## config.mk

```make
export PLATFORM = sky130hd
export DESIGN_NAME = mfm_decoder_flat
export DESIGN_NICKNAME = d
export VERILOG_FILES = /design/src/rtl/mfm_decoder_if.sv /design/src/rtl/mfm_decoder.sv /design/src/flat_wrapper.sv
export SDC_FILE = /design/constraint.sdc
export NUM_CORES = 1
export LEC_CHECK = 0
export ABC_CLOCK_PERIOD_IN_PS = 2400
export CAP_MARGIN = 20
export CORE_AREA = 2 2 79 58
export CTS_CLUSTER_SIZE = 30
export DETAILED_ROUTE_END_ITERATION = 10
export DIE_AREA = 0 0 81 60
export PLACE_DENSITY = 0.69
export SLEW_MARGIN = 20
export SYNTH_ARGS = -nofsm -noshare
export SYNTH_HDL_FRONTEND = slang
export SYNTH_SLANG_ARGS = --single-unit
```

## constraint.sdc

```tcl
create_clock -name clk -period 2.4 [get_ports clk]
set_input_delay 0.48 -clock clk [delete_from_list [all_inputs] [get_ports clk]]
set_output_delay 0.48 -clock clk [all_outputs]
set_load 0.02 [all_outputs]
```

## src/rtl/mfm_decoder_if.sv

```systemverilog
// Cell-stream / decoded-byte bundle between read-channel cell recovery and the
// byte-level controller. The cell source is the master; the decoder is the slave.
interface mfm_decoder_if;
    logic       hunt;
    logic       cell_valid;
    logic       cell_in;
    logic [7:0] data_out;
    logic       data_valid;
    logic       mark;
    logic       code_err;
    logic       synced;

    modport master (
        output hunt, cell_valid, cell_in,
        input  data_out, data_valid, mark, code_err, synced
    );

    modport slave (
        input  hunt, cell_valid, cell_in,
        output data_out, data_valid, mark, code_err, synced
    );
endinterface

```

## src/rtl/mfm_decoder.sv

```systemverilog
// MFM receive decoder: hunts for the 0x4489 sync mark, then frames every
// 16 cells into a data byte, checks the MFM clock rule and drops sync after
// ERR_LIMIT consecutive errored bytes.
//
// state     | meaning
// ----------+-----------------------------------------------------------
// ST_HUNT   | sliding search for 0x4489 on every accepted cell
// ST_SYNCED | byte framing established, decode every 16th cell
module mfm_decoder #(
    parameter int ERR_LIMIT = 2
) (
    input  logic          clk,
    input  logic          reset,
    mfm_decoder_if.slave  bus
);

    typedef enum logic {ST_HUNT, ST_SYNCED} state_t;

    localparam logic [15:0] SYNC_PAT = 16'h4489;
    localparam logic [7:0]  SYNC_BYTE = 8'hA1;
    localparam logic [3:0]  ERR_LIM  = 4'(ERR_LIMIT);

    state_t      state, state_n;
    logic [15:0] win, win_n;
    logic [3:0]  cell_cnt, cell_cnt_n;
    logic [3:0]  err_cnt, err_cnt_n;
    logic        prev_d, prev_d_n;
    logic [7:0]  data_q, data_n;
    logic        dv_q, dv_n;
    logic        mark_q, mark_n;
    logic        cerr_q, cerr_n;
    logic        synced_q, synced_n;

    logic [15:0] nextwin;
    logic [7:0]  dec_byte;
    logic        clk_viol;
    logic        d_prev;
    logic [3:0]  err_inc;

    assign nextwin = {win[14:0], bus.cell_in};
    assign err_inc = err_cnt + 4'd1;

    // Split the window into (clock, data) pairs and check each clock cell
    // against the one implied by its neighbouring data cells.
    always_comb begin
        dec_byte = '0;
        clk_viol = 1'b0;
        d_prev   = prev_d;
        for (int i = 0; i < 8; i++) begin
            dec_byte[7-i] = nextwin[14-2*i];
            if (nextwin[15-2*i] != (~d_prev & ~nextwin[14-2*i]))
                clk_viol = 1'b1;
            d_prev = nextwin[14-2*i];
        end
    end

    // Next-state and next-output logic; hunt overrides any cell in the same cycle.
    always_comb begin
        state_n    = state;
        win_n      = win;
        cell_cnt_n = cell_cnt;
        err_cnt_n  = err_cnt;
        prev_d_n   = prev_d;
        data_n     = data_q;
        dv_n       = 1'b0;
        mark_n     = mark_q;
        cerr_n     = cerr_q;

        if (bus.hunt) begin
            state_n    = ST_HUNT;
            win_n      = '0;
            cell_cnt_n = '0;
            err_cnt_n  = '0;
        end else if (bus.cell_valid) begin
            win_n = nextwin;
            case (state)
                ST_HUNT: begin
                    if (nextwin == SYNC_PAT) begin
                        state_n    = ST_SYNCED;
                        cell_cnt_n = '0;
                        err_cnt_n  = '0;
                        prev_d_n   = 1'b1;
                        data_n     = SYNC_BYTE;
                        mark_n     = 1'b1;
                        cerr_n     = 1'b0;
                        dv_n       = 1'b1;
                    end
                end
                ST_SYNCED: begin
                    if (cell_cnt == 4'd15) begin
                        cell_cnt_n = '0;
                        dv_n       = 1'b1;
                        data_n     = dec_byte;
                        prev_d_n   = dec_byte[0];
                        if (nextwin == SYNC_PAT) begin
                            // The missing clock in the mark is intentional, so no rule check.
                            mark_n    = 1'b1;
                            cerr_n    = 1'b0;
                            err_cnt_n = '0;
                        end else if (clk_viol) begin
                            mark_n = 1'b0;
                            cerr_n = 1'b1;
                            if (err_inc == ERR_LIM) begin
                                state_n   = ST_HUNT;
                                win_n     = '0;
                                err_cnt_n = '0;
                            end else begin
                                err_cnt_n = err_inc;
                            end
                        end else begin
                            mark_n    = 1'b0;
                            cerr_n    = 1'b0;
                            err_cnt_n = '0;
                        end
                    end else begin
                        cell_cnt_n = cell_cnt + 4'd1;
                    end
                end
                default: state_n = ST_HUNT;
            endcase
        end
        synced_n = (state_n == ST_SYNCED);
    end

    // State and output registers with synchronous reset.
    always_ff @(posedge clk) begin
        if (reset) begin
            state    <= ST_HUNT;
            win      <= '0;
            cell_cnt <= '0;
            err_cnt  <= '0;
            prev_d   <= 1'b0;
            data_q   <= '0;
            dv_q     <= 1'b0;
            mark_q   <= 1'b0;
            cerr_q   <= 1'b0;
            synced_q <= 1'b0;
        end else begin
            state    <= state_n;
            win      <= win_n;
            cell_cnt <= cell_cnt_n;
            err_cnt  <= err_cnt_n;
            prev_d   <= prev_d_n;
            data_q   <= data_n;
            dv_q     <= dv_n;
            mark_q   <= mark_n;
            cerr_q   <= cerr_n;
            synced_q <= synced_n;
        end
    end

    assign bus.data_out   = data_q;
    assign bus.data_valid = dv_q;
    assign bus.mark       = mark_q;
    assign bus.code_err   = cerr_q;
    assign bus.synced     = synced_q;

endmodule
```

## src/flat_wrapper.sv

```systemverilog
// flat-port wrapper written by rule: the top's interface ports become plain ports
module mfm_decoder_flat 
#(
    parameter int ERR_LIMIT = 2
)
  (clk, reset, bus_hunt, bus_cell_valid, bus_cell_in, bus_data_out, bus_data_valid, bus_mark, bus_code_err, bus_synced);
  mfm_decoder_if bus_i ();
  input  logic clk;
  input  logic reset;
  input wire logic [$bits(bus_i.hunt)-1:0] bus_hunt;
  input wire logic [$bits(bus_i.cell_valid)-1:0] bus_cell_valid;
  input wire logic [$bits(bus_i.cell_in)-1:0] bus_cell_in;
  output wire logic [$bits(bus_i.data_out)-1:0] bus_data_out;
  output wire logic [$bits(bus_i.data_valid)-1:0] bus_data_valid;
  output wire logic [$bits(bus_i.mark)-1:0] bus_mark;
  output wire logic [$bits(bus_i.code_err)-1:0] bus_code_err;
  output wire logic [$bits(bus_i.synced)-1:0] bus_synced;
  assign bus_i.hunt = bus_hunt;
  assign bus_i.cell_valid = bus_cell_valid;
  assign bus_i.cell_in = bus_cell_in;
  assign bus_data_out = bus_i.data_out;
  assign bus_data_valid = bus_i.data_valid;
  assign bus_mark = bus_i.mark;
  assign bus_code_err = bus_i.code_err;
  assign bus_synced = bus_i.synced;
  mfm_decoder #(.ERR_LIMIT(ERR_LIMIT)) u_core (.clk(clk), .reset(reset), .bus(bus_i));
endmodule
```

==> results.json <==
{
  "status": "finished, final reports clean",
  "finalHoldViolations": 0,
  "synth_edf_count": 0,
  "detailroute.via_count": 1506,
  "grtUsageMet2": 0.236,
  "number_of_hold_buffers_added_after_cts": 0,
  "clk-insertion-delay-late_ns": 0.28,
  "arrival_ns": 2.45,
  "most_instantiated_library_cell_after_synthesis": "dfxtp_1",
  "final_area_mm2": 0.00212,
  "pin_count_of_the_biggest_net_entering_global_routing": 20,
  "power_switching_uw": 214,
  "global_route_overflow": 0,
  "grt_pass1_vias": 1374,
  "p_leak_nw": 0.779,
  "critPathMaxFanout": 8,
  "placedInstanceArea_mm2": 0.00204,
  "viasPerCell": 5.54,
  "power.density_cell_area_mw_per_mm2": 475,
  "avgRoutedWirePerCell_um": 14.5,
  "start_kind": "flop",
  "layout_worst_path_cycle_share": 0.928,
  "die_height_um": 60,
  "fin_worst_hold_slack_ns": 0.459,
  "grt-busiest-layer": "met1",
  "final_worst_path_period_need_ns": 2.23,
  "synth.ff_latch_count": 35,
  "ioPinCount": 17,
  "seq_area_frac_synth": 0.402,
  "dr.first_iter.drc_count": 101,
  "clock_power_share": 0.376,
  "numPortBuffers": 16,
  "postSynthNetCount": 197,
  "fraction_of_power_spent_switching_nets": 0.212,
  "routabilityCongestion": 0.869,
  "synth.largest_area_cell": "dfxtp_1",
  "yosysWarnings": 0,
  "power.ir.vdd_worst_uv": 492,
  "final_nets": 226,
  "max_cap_violations": 0,
  "netlist_instances": 189,
  "post-cts-setup-buffer-count": 0,
  "route.final.wire_length_mm": 3.93,
  "unrepaired_setup_endpoints_after_global_routing": "false",
  "core_region_area_mm2": 0.00415,
  "r2r_cells": 6,
  "cts.reportedPaths.clkPinSlew_ns": 0.06,
  "grt_antenna_before_repair": 0,
  "route.antenna.remaining_nets": 0,
  "grtUsageTotal": 0.186,
  "placementRows": 20,
  "finalSetupTns_ns": 0,
  "grt_met3_usage": 0.0498,
  "remaining_drc_errors": 0,
  "grt_use_met1": 0.294,
  "internal_power_uw": 793,
  "top_post_synthesis_cells_by_area": "dfxtp_1 40%, a32o_1 5.2%, a32o_2 3.9%",
  "worst_slew_margin_rel": 0.646,
  "report.power.total_mw": 1.01,
  "post_dp_hpwl_mm": 2.96,
  "worst_slew_pin_slew_ns": 0.525,
  "asyncSetResetFlopFracSynth": 0,
  "fraction_of_final_layout_cells_sized_beyond_drive_strength_1": 0.166,
  "critical_path_required_ns": 2.62,
  "first_pass_iters": 5,
  "floorplan.initialDensity": 0.420,
  "commonest_cells_in_the_netlist": "35 x dfxtp_1, 16 x nor2_1, 14 x nand2_1, 13 x a21oi_1",
  "power_frac_comb": 0.043,
  "peak_clock_frequency_supported_by_timing_mhz": 449,
  "cts.root.buffer_cell": "clkbuf_8",
  "die_area_mm2": 0.00486,
  "diodes_inserted": 0,
  "postLayoutCoreUtil": 0.510,
  "power.sequential.fraction": 0.581,
  "cts-htree-levels": 2,
  "finalClockSkew_ns": 0.00436,
  "die_width_um": 81,
  "fillerInstances": 417,
  "clock_sinks": 35,
  "syn-cell-area_mm2": 0.00174,
  "area_growth_syn_to_fin_pct": 21.5,
  "gates_resized_cts_repair": 0,
  "critPathCaptureType": "flop",
  "max_buffers_root_to_sink": 2,
  "total_cts_buffers": 5,
  "post_synth_num_cell_types": 51,
  "clock_tree_from_tritoncts": "yes",
  "min_path_cells": 2,
  "avgSynthCellArea_um2": 9.23,
  "synth_top_area_frac": 0.402,
  "crit_type": "flop to flop",
  "grt_pass1_wl_mm": 6.80,
  "final-setup-viol-count": 0,
  "yosys_most_used_dff": "dfxtp_1",
  "worstHoldPathType": "flop to flop",
  "finalMaxSlewViolations": 0
}
[per-layer routing]
| metal | share of wire | up-vias |
|---|---|---|
| li1 | - | 774 |
| met1 | 0.56 | 694 |
| met2 | 0.39 | 34 |
| met3 | 0.049 | 4 |
| met4 | 0.0081 | 0 |
| met5 | 0 | - |
[cell families (layout without fill, tap and decap cells)]
| family | Yosys count | count (layout) | share of synthesized area |
|---|---|---|---|
| adders and majority gates | 3 | 3 | 0.0215 |
| buffers and inverters | 21 | 49 | 0.0631 |
| xor gates and xnor gates | 5 | 5 | 0.0251 |
| AOI/OAI and AO/OA | 62 | 62 | 0.280 |
| DFF | 35 | 35 | 0.402 |
| and+or+nand+nor | 63 | 63 | 0.209 |
[registers in the layout (all words and copies together), names as in the netlist]
register and cells:
u_core.win 15, u_core.bus.synced 1, u_core.cell_cnt 4, u_core.bus.code_err 1, u_core.bus.mark 1, u_core.bus.data_valid 1, u_core.bus.data_out 8, u_core.err_cnt 4
[through the flow]
step | std cells | worst slack, ns
final | 272 | 0.173
after global routing | 272 | 0.0352
after CTS | 272 | 0.0823
after detailed placement | 266 | -0.210
after global placement | 266 | -0.144
after floorplan | 189 | 0.318
[worst max-delay path, stage by stage, from the launching register on]
cell and delay, ns:
dfxtp_1 0.50, nand2b_1 0.15, nor4_2 0.30, nand4_2 0.21, o32a_1 0.45, nor4_4 0.38
a22o_1 0.19
[final timing paths]
path                                        startpoint                      to  slack (ns)
worst max-delay path                     u_core.win[9]       u_core.err_cnt[3]        0.17
worst min-delay path            u_core.bus.data_out[2]  u_core.bus.data_out[2]        0.46
worst max register to register           u_core.win[9]       u_core.err_cnt[3]        0.17
worst min register to register  u_core.bus.data_out[2]  u_core.bus.data_out[2]        0.46
[final cells by class]
class / count / area (um2) / share of cell area
Timing Repair Buffer: 34 / 310 / 0.146
Tap cell: 55 / 68.8 / 0.0325
Inverter: 9 / 33.8 / 0.0159
Sequential cell: 35 / 701 / 0.331
Multi-Input combinational cell: 133 / 933 / 0.440
Clock buffer: 6 / 72.6 / 0.0342
[power groups by stage]
stage	logic, mW	registers [mW]	clock network [mW]
after floorplan	0.0223	0.597	0
after global placement	0.0432	0.597	0
after detailed placement	0.0433	0.597	0
after CTS	0.0434	0.584	0.392
after global routing	0.0477	0.584	0.417
final	0.0434	0.584	0.379
[layout by cell type, fill, tap and decap left out, types with 2 or more instances in the layout]
cell type / netlist / layout
a21oi_1: 13 / 13
a22o_1: 4 / 4
a311oi_1: 2 / 2
a31o_1: 5 / 5
a31oi_1: 2 / 2
a32o_1: 9 / 9
a32o_2: 6 / 6
and2_1: 3 / 3
buf_4: 3 / 17
clkbuf_8: 0 / 5
clkdlybuf4s50_1: 0 / 15
dfxtp_1: 35 / 35
ha_1: 3 / 3
inv_1: 9 / 9
nand2_1: 14 / 14
nand2b_1: 5 / 5
nand3_1: 7 / 7
nor2_1: 16 / 16
nor3_1: 2 / 2
nor4_4: 2 / 2
o21ai_0: 7 / 7
o32a_1: 2 / 2
or3_1: 2 / 2
xnor2_1: 2 / 2
xor2_1: 3 / 3
(Power assumes the default switching activity.)
